===== config.mk =====
export PLATFORM = sky130hd
export DESIGN_NAME = ht16d35a_cmd_sequencer_flat
export DESIGN_NICKNAME = d
export VERILOG_FILES = /design/src/rtl/ht16d35a_cmd_sequencer_pkg.sv /design/src/rtl/ht16d35a_cmd_sequencer_if.sv /design/src/rtl/ht16d35a_cmd_sequencer_init_rom.sv /design/src/rtl/ht16d35a_cmd_sequencer.sv /design/src/flat_wrapper.sv
export SDC_FILE = /design/constraint.sdc
export NUM_CORES = 1
export LEC_CHECK = 0
export CAP_MARGIN = 20
export CORE_UTILIZATION = 35
export CTS_CLUSTER_DIAMETER = 50
export DETAILED_ROUTE_END_ITERATION = 7
export MAX_ROUTING_LAYER = met4
export PLACE_DENSITY = 0.71
export SLEW_MARGIN = 30
export SYNTH_ARGS = -nofsm -noshare
export SYNTH_HDL_FRONTEND = slang
export SYNTH_SLANG_ARGS = --single-unit

===== constraint.sdc =====
create_clock -name clk -period 6.1 [get_ports clk]
set_input_delay 1.22 -clock clk [delete_from_list [all_inputs] [get_ports clk]]
set_output_delay 1.22 -clock clk [all_outputs]
set_load 0.1 [all_outputs]

===== src/rtl/ht16d35a_cmd_sequencer_pkg.sv =====
// Shared types and constants for the HT16D35A command sequencer.
// Holds the bus widths, the FSM state type, the init command entry type
// and the init table replayed after power-up when HT16D35A_INIT_TABLE_EN is set.
package ht16d35a_cmd_sequencer_pkg;

  localparam int unsigned NUM_SELECTS = 2;
  localparam int unsigned OUT_BYTES   = 8;
  localparam int unsigned COUNT_W     = $clog2(OUT_BYTES + 1);

  typedef logic [NUM_SELECTS-1:0]   cs_t;
  typedef logic [COUNT_W-1:0]       count_t;
  typedef logic [OUT_BYTES-1:0][7:0] bytes_t;   // byte [0] goes out first

  typedef enum logic [2:0] {
    S_PWRUP = 3'd0,
    S_INIT  = 3'd1,
    S_ARM   = 3'd2,
    S_ISSUE = 3'd3,
    S_DONE  = 3'd4,
    S_READY = 3'd5
  } seq_state_t;

  typedef struct packed {
    count_t count;
    bytes_t bytes;
  } init_cmd_t;

  localparam int unsigned INIT_LEN   = 2;
  localparam int unsigned INIT_IDX_W = (INIT_LEN > 1) ? $clog2(INIT_LEN) : 1;

  // Entry 0: software reset; entry 1: two-byte mode setup.
  localparam init_cmd_t INIT_TABLE [INIT_LEN] = '{
    '{count: count_t'(1), bytes: bytes_t'(64'h0000_0000_0000_00CC)},
    '{count: count_t'(2), bytes: bytes_t'(64'h0000_0000_0000_0F31)}
  };

  // A user command is issuable only with a non-empty chip mask and 1..OUT_BYTES bytes.
  function automatic logic cmd_legal(input cs_t cs, input count_t count);
    return (cs != '0) && (count != '0) && (count <= count_t'(OUT_BYTES));
  endfunction

endpackage


===== src/rtl/ht16d35a_cmd_sequencer_if.sv =====
// Command/SPI bus bundle for the sequencer.
//   cmd_*  : user valid/ready command port (environment -> sequencer)
//   spi_*  : activate/busy transaction port (sequencer -> SPI controller)
// master = sequencer view, slave = environment view.
interface ht16d35a_cmd_sequencer_if
  import ht16d35a_cmd_sequencer_pkg::*;
();

  logic   cmd_valid;
  logic   cmd_ready;
  cs_t    cmd_cs;
  bytes_t cmd_data;
  count_t cmd_count;

  logic   spi_activate;
  logic   spi_busy;
  cs_t    spi_cs;
  bytes_t spi_data;
  count_t spi_count;

  modport master (
    input  cmd_valid, cmd_cs, cmd_data, cmd_count, spi_busy,
    output cmd_ready, spi_activate, spi_cs, spi_data, spi_count
  );

  modport slave (
    output cmd_valid, cmd_cs, cmd_data, cmd_count, spi_busy,
    input  cmd_ready, spi_activate, spi_cs, spi_data, spi_count
  );

endinterface


===== src/rtl/ht16d35a_cmd_sequencer_init_rom.sv =====
// Combinational lookup of the power-up init command table.
//   idx_i   : table index
//   entry_o : {count, bytes} for that index (zero when out of range)
module ht16d35a_cmd_sequencer_init_rom
  import ht16d35a_cmd_sequencer_pkg::*;
(
  input  logic [INIT_IDX_W-1:0] idx_i,
  output init_cmd_t             entry_o
);

  always_comb begin
    entry_o = '0;
    if (32'(idx_i) < INIT_LEN) entry_o = INIT_TABLE[idx_i];
  end

endmodule


===== src/rtl/ht16d35a_cmd_sequencer.sv =====
// Upstream feeder for the HT16D35A 3-wire SPI controller: waits out the chip
// power-up time, optionally replays the init table, then turns each accepted
// user command into one activate/busy transaction.
// Ports:
//   clk, reset   : clock, synchronous active-high reset
//   bus          : master modport (cmd_* in, cmd_ready out; spi_* out, spi_busy in)
//   init_done    : power-up wait and init table complete (sticky)
//   err_timeout  : busy never rose within ACK_TIMEOUT cycles of activate (sticky)
// Build option: HT16D35A_INIT_TABLE_EN enables the init table replay; without it
// the sequencer goes straight to accepting commands after power-up.
module ht16d35a_cmd_sequencer
  import ht16d35a_cmd_sequencer_pkg::*;
#(
  parameter int unsigned PWRUP_CYCLES = 500_000,
  parameter int unsigned ACK_TIMEOUT  = 64
) (
  input  logic                            clk,
  input  logic                            reset,
  ht16d35a_cmd_sequencer_if.master        bus,
  output logic                            init_done,
  output logic                            err_timeout
);

  localparam int unsigned PWRUP_W = (PWRUP_CYCLES > 0) ? $clog2(PWRUP_CYCLES + 1) : 1;
  localparam int unsigned TMO_W   = (ACK_TIMEOUT > 1) ? $clog2(ACK_TIMEOUT + 1) : 1;

  seq_state_t         state_q;
  logic [PWRUP_W-1:0] pwrup_q;
  logic [TMO_W-1:0]   tmo_q;
  logic               activate_q;
  logic               ready_q;
  logic               done_q;
  logic               err_q;
  cs_t                cs_q;
  count_t             count_q;
  bytes_t             data_q;

  logic tmo_hit_c;
  logic advance_c;

`ifdef HT16D35A_INIT_TABLE_EN
  logic [INIT_IDX_W-1:0] idx_q;
  logic                  init_run_q;
  init_cmd_t             rom_entry;
  logic                  more_init_c;

  ht16d35a_cmd_sequencer_init_rom u_init_rom (
    .idx_i   (idx_q),
    .entry_o (rom_entry)
  );

  assign more_init_c = init_run_q && (idx_q != INIT_IDX_W'(INIT_LEN - 1));
`endif

  // Transaction finished: either busy came and went, or busy never came in time.
  assign tmo_hit_c = (tmo_q == TMO_W'(ACK_TIMEOUT - 1));
  assign advance_c = !bus.spi_busy &&
                     ((state_q == S_DONE) || ((state_q == S_ISSUE) && tmo_hit_c));

  always_ff @(posedge clk) begin
    if (reset) begin
      state_q    <= S_PWRUP;
      pwrup_q    <= PWRUP_W'(PWRUP_CYCLES);
      tmo_q      <= '0;
      activate_q <= 1'b0;
      ready_q    <= 1'b0;
      done_q     <= 1'b0;
      err_q      <= 1'b0;
      cs_q       <= '0;
      count_q    <= '0;
      data_q     <= '0;
`ifdef HT16D35A_INIT_TABLE_EN
      idx_q      <= '0;
      init_run_q <= 1'b0;
`endif
    end else begin
      case (state_q)
        S_PWRUP: begin
          // Leaving on the count of 1 makes the exit land exactly PWRUP_CYCLES after reset.
          if (pwrup_q <= PWRUP_W'(1)) begin
            pwrup_q <= '0;
`ifdef HT16D35A_INIT_TABLE_EN
            state_q    <= S_INIT;
            idx_q      <= '0;
            init_run_q <= 1'b1;
`else
            state_q <= S_READY;
            ready_q <= 1'b1;
            done_q  <= 1'b1;
`endif
          end else begin
            pwrup_q <= pwrup_q - PWRUP_W'(1);
          end
        end
`ifdef HT16D35A_INIT_TABLE_EN
        S_INIT: begin
          // Payload only moves while the controller is idle.
          if (!bus.spi_busy) begin
            cs_q    <= '1;
            count_q <= rom_entry.count;
            data_q  <= rom_entry.bytes;
            state_q <= S_ARM;
          end
        end
`endif
        S_ARM: begin
          if (!bus.spi_busy) begin
            activate_q <= 1'b1;
            tmo_q      <= '0;
            state_q    <= S_ISSUE;
          end
        end
        S_ISSUE: begin
          if (bus.spi_busy) begin
            activate_q <= 1'b0;
            state_q    <= S_DONE;
          end else if (tmo_hit_c) begin
            activate_q <= 1'b0;
            err_q      <= 1'b1;
          end else begin
            tmo_q <= tmo_q + TMO_W'(1);
          end
        end
        S_DONE: begin
          tmo_q <= '0;
        end
        S_READY: begin
          // Illegal commands are acknowledged by the handshake and then dropped.
          if (bus.cmd_valid && ready_q && cmd_legal(bus.cmd_cs, bus.cmd_count)) begin
            cs_q    <= bus.cmd_cs;
            count_q <= bus.cmd_count;
            data_q  <= bus.cmd_data;
            ready_q <= 1'b0;
            state_q <= S_ARM;
          end
        end
        default: state_q <= S_PWRUP;
      endcase

      // Move on to the next init entry or back to accepting user commands.
      if (advance_c) begin
`ifdef HT16D35A_INIT_TABLE_EN
        if (more_init_c) begin
          idx_q   <= idx_q + INIT_IDX_W'(1);
          state_q <= S_INIT;
        end else begin
          init_run_q <= 1'b0;
          state_q    <= S_READY;
          ready_q    <= 1'b1;
          done_q     <= 1'b1;
        end
`else
        state_q <= S_READY;
        ready_q <= 1'b1;
        done_q  <= 1'b1;
`endif
      end
    end
  end

  assign bus.spi_activate = activate_q;
  assign bus.spi_cs       = cs_q;
  assign bus.spi_count    = count_q;
  assign bus.spi_data     = data_q;
  assign bus.cmd_ready    = ready_q;
  assign init_done        = done_q;
  assign err_timeout      = err_q;

endmodule

===== src/flat_wrapper.sv =====
// flat-port wrapper written by rule: the top's interface ports become plain ports
module ht16d35a_cmd_sequencer_flat import ht16d35a_cmd_sequencer_pkg::*;
#(
  parameter int unsigned PWRUP_CYCLES = 500_000,
  parameter int unsigned ACK_TIMEOUT  = 64
)
  (clk, reset, init_done, err_timeout, bus_cmd_valid, bus_cmd_cs, bus_cmd_data, bus_cmd_count, bus_spi_busy, bus_cmd_ready, bus_spi_activate, bus_spi_cs, bus_spi_data, bus_spi_count);
  ht16d35a_cmd_sequencer_if bus_i ();
  input  logic clk;
  input  logic reset;
  output logic init_done;
  output logic err_timeout;
  input wire logic [$bits(bus_i.cmd_valid)-1:0] bus_cmd_valid;
  input wire logic [$bits(bus_i.cmd_cs)-1:0] bus_cmd_cs;
  input wire logic [$bits(bus_i.cmd_data)-1:0] bus_cmd_data;
  input wire logic [$bits(bus_i.cmd_count)-1:0] bus_cmd_count;
  input wire logic [$bits(bus_i.spi_busy)-1:0] bus_spi_busy;
  output wire logic [$bits(bus_i.cmd_ready)-1:0] bus_cmd_ready;
  output wire logic [$bits(bus_i.spi_activate)-1:0] bus_spi_activate;
  output wire logic [$bits(bus_i.spi_cs)-1:0] bus_spi_cs;
  output wire logic [$bits(bus_i.spi_data)-1:0] bus_spi_data;
  output wire logic [$bits(bus_i.spi_count)-1:0] bus_spi_count;
  assign bus_i.cmd_valid = bus_cmd_valid;
  assign bus_i.cmd_cs = bus_cmd_cs;
  assign bus_i.cmd_data = bus_cmd_data;
  assign bus_i.cmd_count = bus_cmd_count;
  assign bus_i.spi_busy = bus_spi_busy;
  assign bus_cmd_ready = bus_i.cmd_ready;
  assign bus_spi_activate = bus_i.spi_activate;
  assign bus_spi_cs = bus_i.spi_cs;
  assign bus_spi_data = bus_i.spi_data;
  assign bus_spi_count = bus_i.spi_count;
  ht16d35a_cmd_sequencer #(.PWRUP_CYCLES(PWRUP_CYCLES), .ACK_TIMEOUT(ACK_TIMEOUT)) u_core (.clk(clk), .reset(reset), .bus(bus_i), .init_done(init_done), .err_timeout(err_timeout));
endmodule

==> out/summary.txt <==
share of total power in the clock network = 37.2%
H-Tree Depth = 3
most common cell in the netlist = nand2_1
postcts setup bufs = 0
CP Max Fanout = 39
syn_area_per_cell = 8.18 um^2
final hold vios = 0
Pwr Density = 252 nW/um^2
CTS root buf = clkbuf_16
vias per cell = 5.15
Gate power share = 14.0%
router iterations before antenna repair = 4
port buffer count = 147
skew final = 0.00764 ns
CTS Sinks = 103
Slowest-stage cell, CP = and4b_2
sequential fraction of the synthesis area = 50.1%
Worst R2R Path Depth = 6
area leader, netlist = dfxtp_1
worst flop-to-flop path endpoint = u_core.pwrup_q[12]$_SDFFE_PP0P_
normalized max-slew margin = 32.8%
Post-Syn Instances = 503
Sw Pwr = 417 uW
CP peak stage delay = 0.71 ns
worst path bufs/invs = 2
Skew-Pair Late Insertion Delay = 0.34 ns
syn_nets = 580
global route overflow = 0
Post-synth top flop = dfxtp_1
area grow syn2layout = 45.0%
number of synthesized flops with an enable pin = 0
Reg power frac = 48.8%
leakage power = 0.00199 uW
outcome = finished, final reports clean
critical-path cell list = clkdlybuf4s50_1 > o31ai_1 > and4b_2 > buf_4 > nand2_1 > a21oi_1
synth top area cells = dfxtp_1 (50%), nand2_1 (13%), a21oi_1 (10%)
fin. max-slew vios = 0
top-area cell type share of the netlist area = 50.1%
RSZ-0062 raised after global routing = no
vias after detailed routing = 4032
critical path capture point type = register
critical path type = input pin to register
TritonCTS clock tree = done
reg2reg start = u_core.pwrup_q[0]$_SDFFE_PP0P_
max_cap viols = 0
Ports = 148
sw frac = 27.8%
Die Y-Extent = 110 um
Routed WL = 11300 um
Final nets = 712
Distinct cells, synth = 55
Core Rows = 39
pin count of the biggest net entering global routing = 49
flop-to-flop setup slack = 3.69 ns
Worst Path Arrival = 3.49 ns
Core Area = 11400 um^2
Worst path top cell family by delay = buffers and inverters
GRT Util Overall = 19.1%
CTS resizes = 0
Async SR Flop Fraction = 0%
# diodes = 0
Fmax achieved = 309 MHz
wire per inst = 14.4 um
# DRC = 0
Starting Density = 36.1%
Clock transition at path regs = 0.07 ns
Die Area = 12200 um^2
DR iter-0 viols = 429
Max IR drop VDD = 0.180 mV
Hold Buf Count CTS = 0
register bit count reported by yosys = 103
Worst setup SP type = input pin
Tmin final = 3.23 ns
Detail Route Antenna Nets = 0
share of cells above drive strength 1 = 4.84%
Die W = 110 um
hold crit path type = register to register
final clock period utilization by the worst path = 53.0%
Setup crit end = u_core.bus.spi_data[41]$_SDFFE_PP0P_
Slew @ Worst Pin = 1.00 ns
count of warnings emitted by yosys = 0
most frequent cells after synthesis = nand2_1 (146), dfxtp_1 (103), a21oi_1 (82)
critical path depth in cells = 6
TNS Setup = 0 ns
vias in the first global route = 3975
Cell Int Power = 1090 uW
gp weighted congestion = 0.845
CTS buffer count = 9
# setup viols final = 0
Max Buffers Root-to-Sink = 2
Final Core Density = 52.3%
post-detail-place hpwl = 7880 um
Mapped Area = 4120 um^2
antenna violations before repair = 0
first-pass GRT wire length = 18800 um
WP data required = 6.36 ns
CP Launch Point = bus_cmd_count[0]
==> stage by stage <==
stage               worst slack [ns]  area, um^2  total power (uW)  std cells  hold slack, ns
finish                          2.87        5970              1500        783           0.456
global route                    2.64        5970              1570        783           0.477
CTS                             2.88        5970              1510        783           0.457
detailed placement              2.51        5680               954        767           0.446
global placement                2.59        5680               946        767           0.433
floorplan                       3.48        4120               865        503           0.452
==> cell type report <==
cell class | count | area, um^2
multi-input combinational | 360 | 1910
sequential | 103 | 2060
fill | 1055 | 5450
inverter | 10 | 37.5
clock buffer | 10 | 239
tap | 143 | 179
timing repair buffer | 151 | 1500
clock inverter | 6 | 51.3
==> worst reg2reg max path, cell delays in order (launching register included) <==
cell     delay [ns]
dfxtp_1        0.38
inv_1          0.09
ha_1           0.17
or4b_2         0.76
nor4_2         0.33
or4b_1         0.47
a21oi_1        0.15
==> worst min-delay path by stage <==
stage | startpoint | to | slack [ns] | cells after the start
final | u_core.bus.spi_data[6]$_SDFFE_PP0P_ | u_core.bus.spi_data[6]$_SDFFE_PP0P_ | 0.46 | 2
after global routing | u_core.bus.spi_data[14]$_SDFFE_PP0P_ | u_core.bus.spi_data[14]$_SDFFE_PP0P_ | 0.48 | 2
after CTS | u_core.bus.spi_data[33]$_SDFFE_PP0P_ | u_core.bus.spi_data[33]$_SDFFE_PP0P_ | 0.46 | 2
after detailed placement | u_core.bus.spi_data[33]$_SDFFE_PP0P_ | u_core.bus.spi_data[33]$_SDFFE_PP0P_ | 0.45 | 2
after global placement | u_core.err_timeout$_SDFFE_PP0P_ | u_core.err_timeout$_SDFFE_PP0P_ | 0.43 | 2
after floorplan | u_core.pwrup_q[17]$_SDFFE_PP1P_ | u_core.pwrup_q[17]$_SDFFE_PP1P_ | 0.45 | 2
==> placed cells by master (no fill, tap or decap), types with 8 or more instances in the layout <==
cell type          n
nand2_1          146
a21oi_1           82
o21ai_0           11
clkdlybuf4s50_1  146
nor3_1             8
clkbuf_16          9
nand3_1            9
inv_1             10
dfxtp_1          103
nor2_1            12
==> logic make-up after synthesis <==
| group | share of synthesized area, % |
|---|---|
| buffers and inverters | 3.65 |
| adder cells (fa/ha/maj) | 1.16 |
| flip-flops | 50.1 |
| AND/OR/NAND/NOR | 24.7 |
| XOR/XNOR | 1.91 |
| AO/OA/AOI/OAI | 18.5 |
==> sequential cells by signal, summed over array words and instances (netlist names) <==
signal / count
u_core.bus.spi_activate: 1
u_core.pwrup_q: 19
u_core.bus.cmd_ready: 1
u_core.bus.spi_data: 64
u_core.bus.spi_count: 4
u_core.bus.spi_cs: 2
u_core.tmo_q: 7
u_core.init_done: 1
u_core.state_q: 3
u_core.err_timeout: 1
==> power groups by stage <==
| stage | Clock, uW | Combinational, uW | Sequential (uW) |
|---|---|---|---|
| after floorplan | 0 | 119 | 746 |
| after global placement | 0 | 201 | 745 |
| after detailed placement | 0 | 207 | 747 |
| after CTS | 574 | 209 | 731 |
| after global routing | 605 | 228 | 738 |
| final | 559 | 210 | 733 |
==> metal layers <==
metal / up-vias / wire [um] / track usage, %
met1: 1852 / 4970 / 22.5
met3: 14 / 638 / 4.45
met4: 0 / 180 / 6.76
met2: 155 / 5470 / 32.0
li1: 2011 / - / -
met5: - / 0 / -
Power figures use the tool's default switching activity.
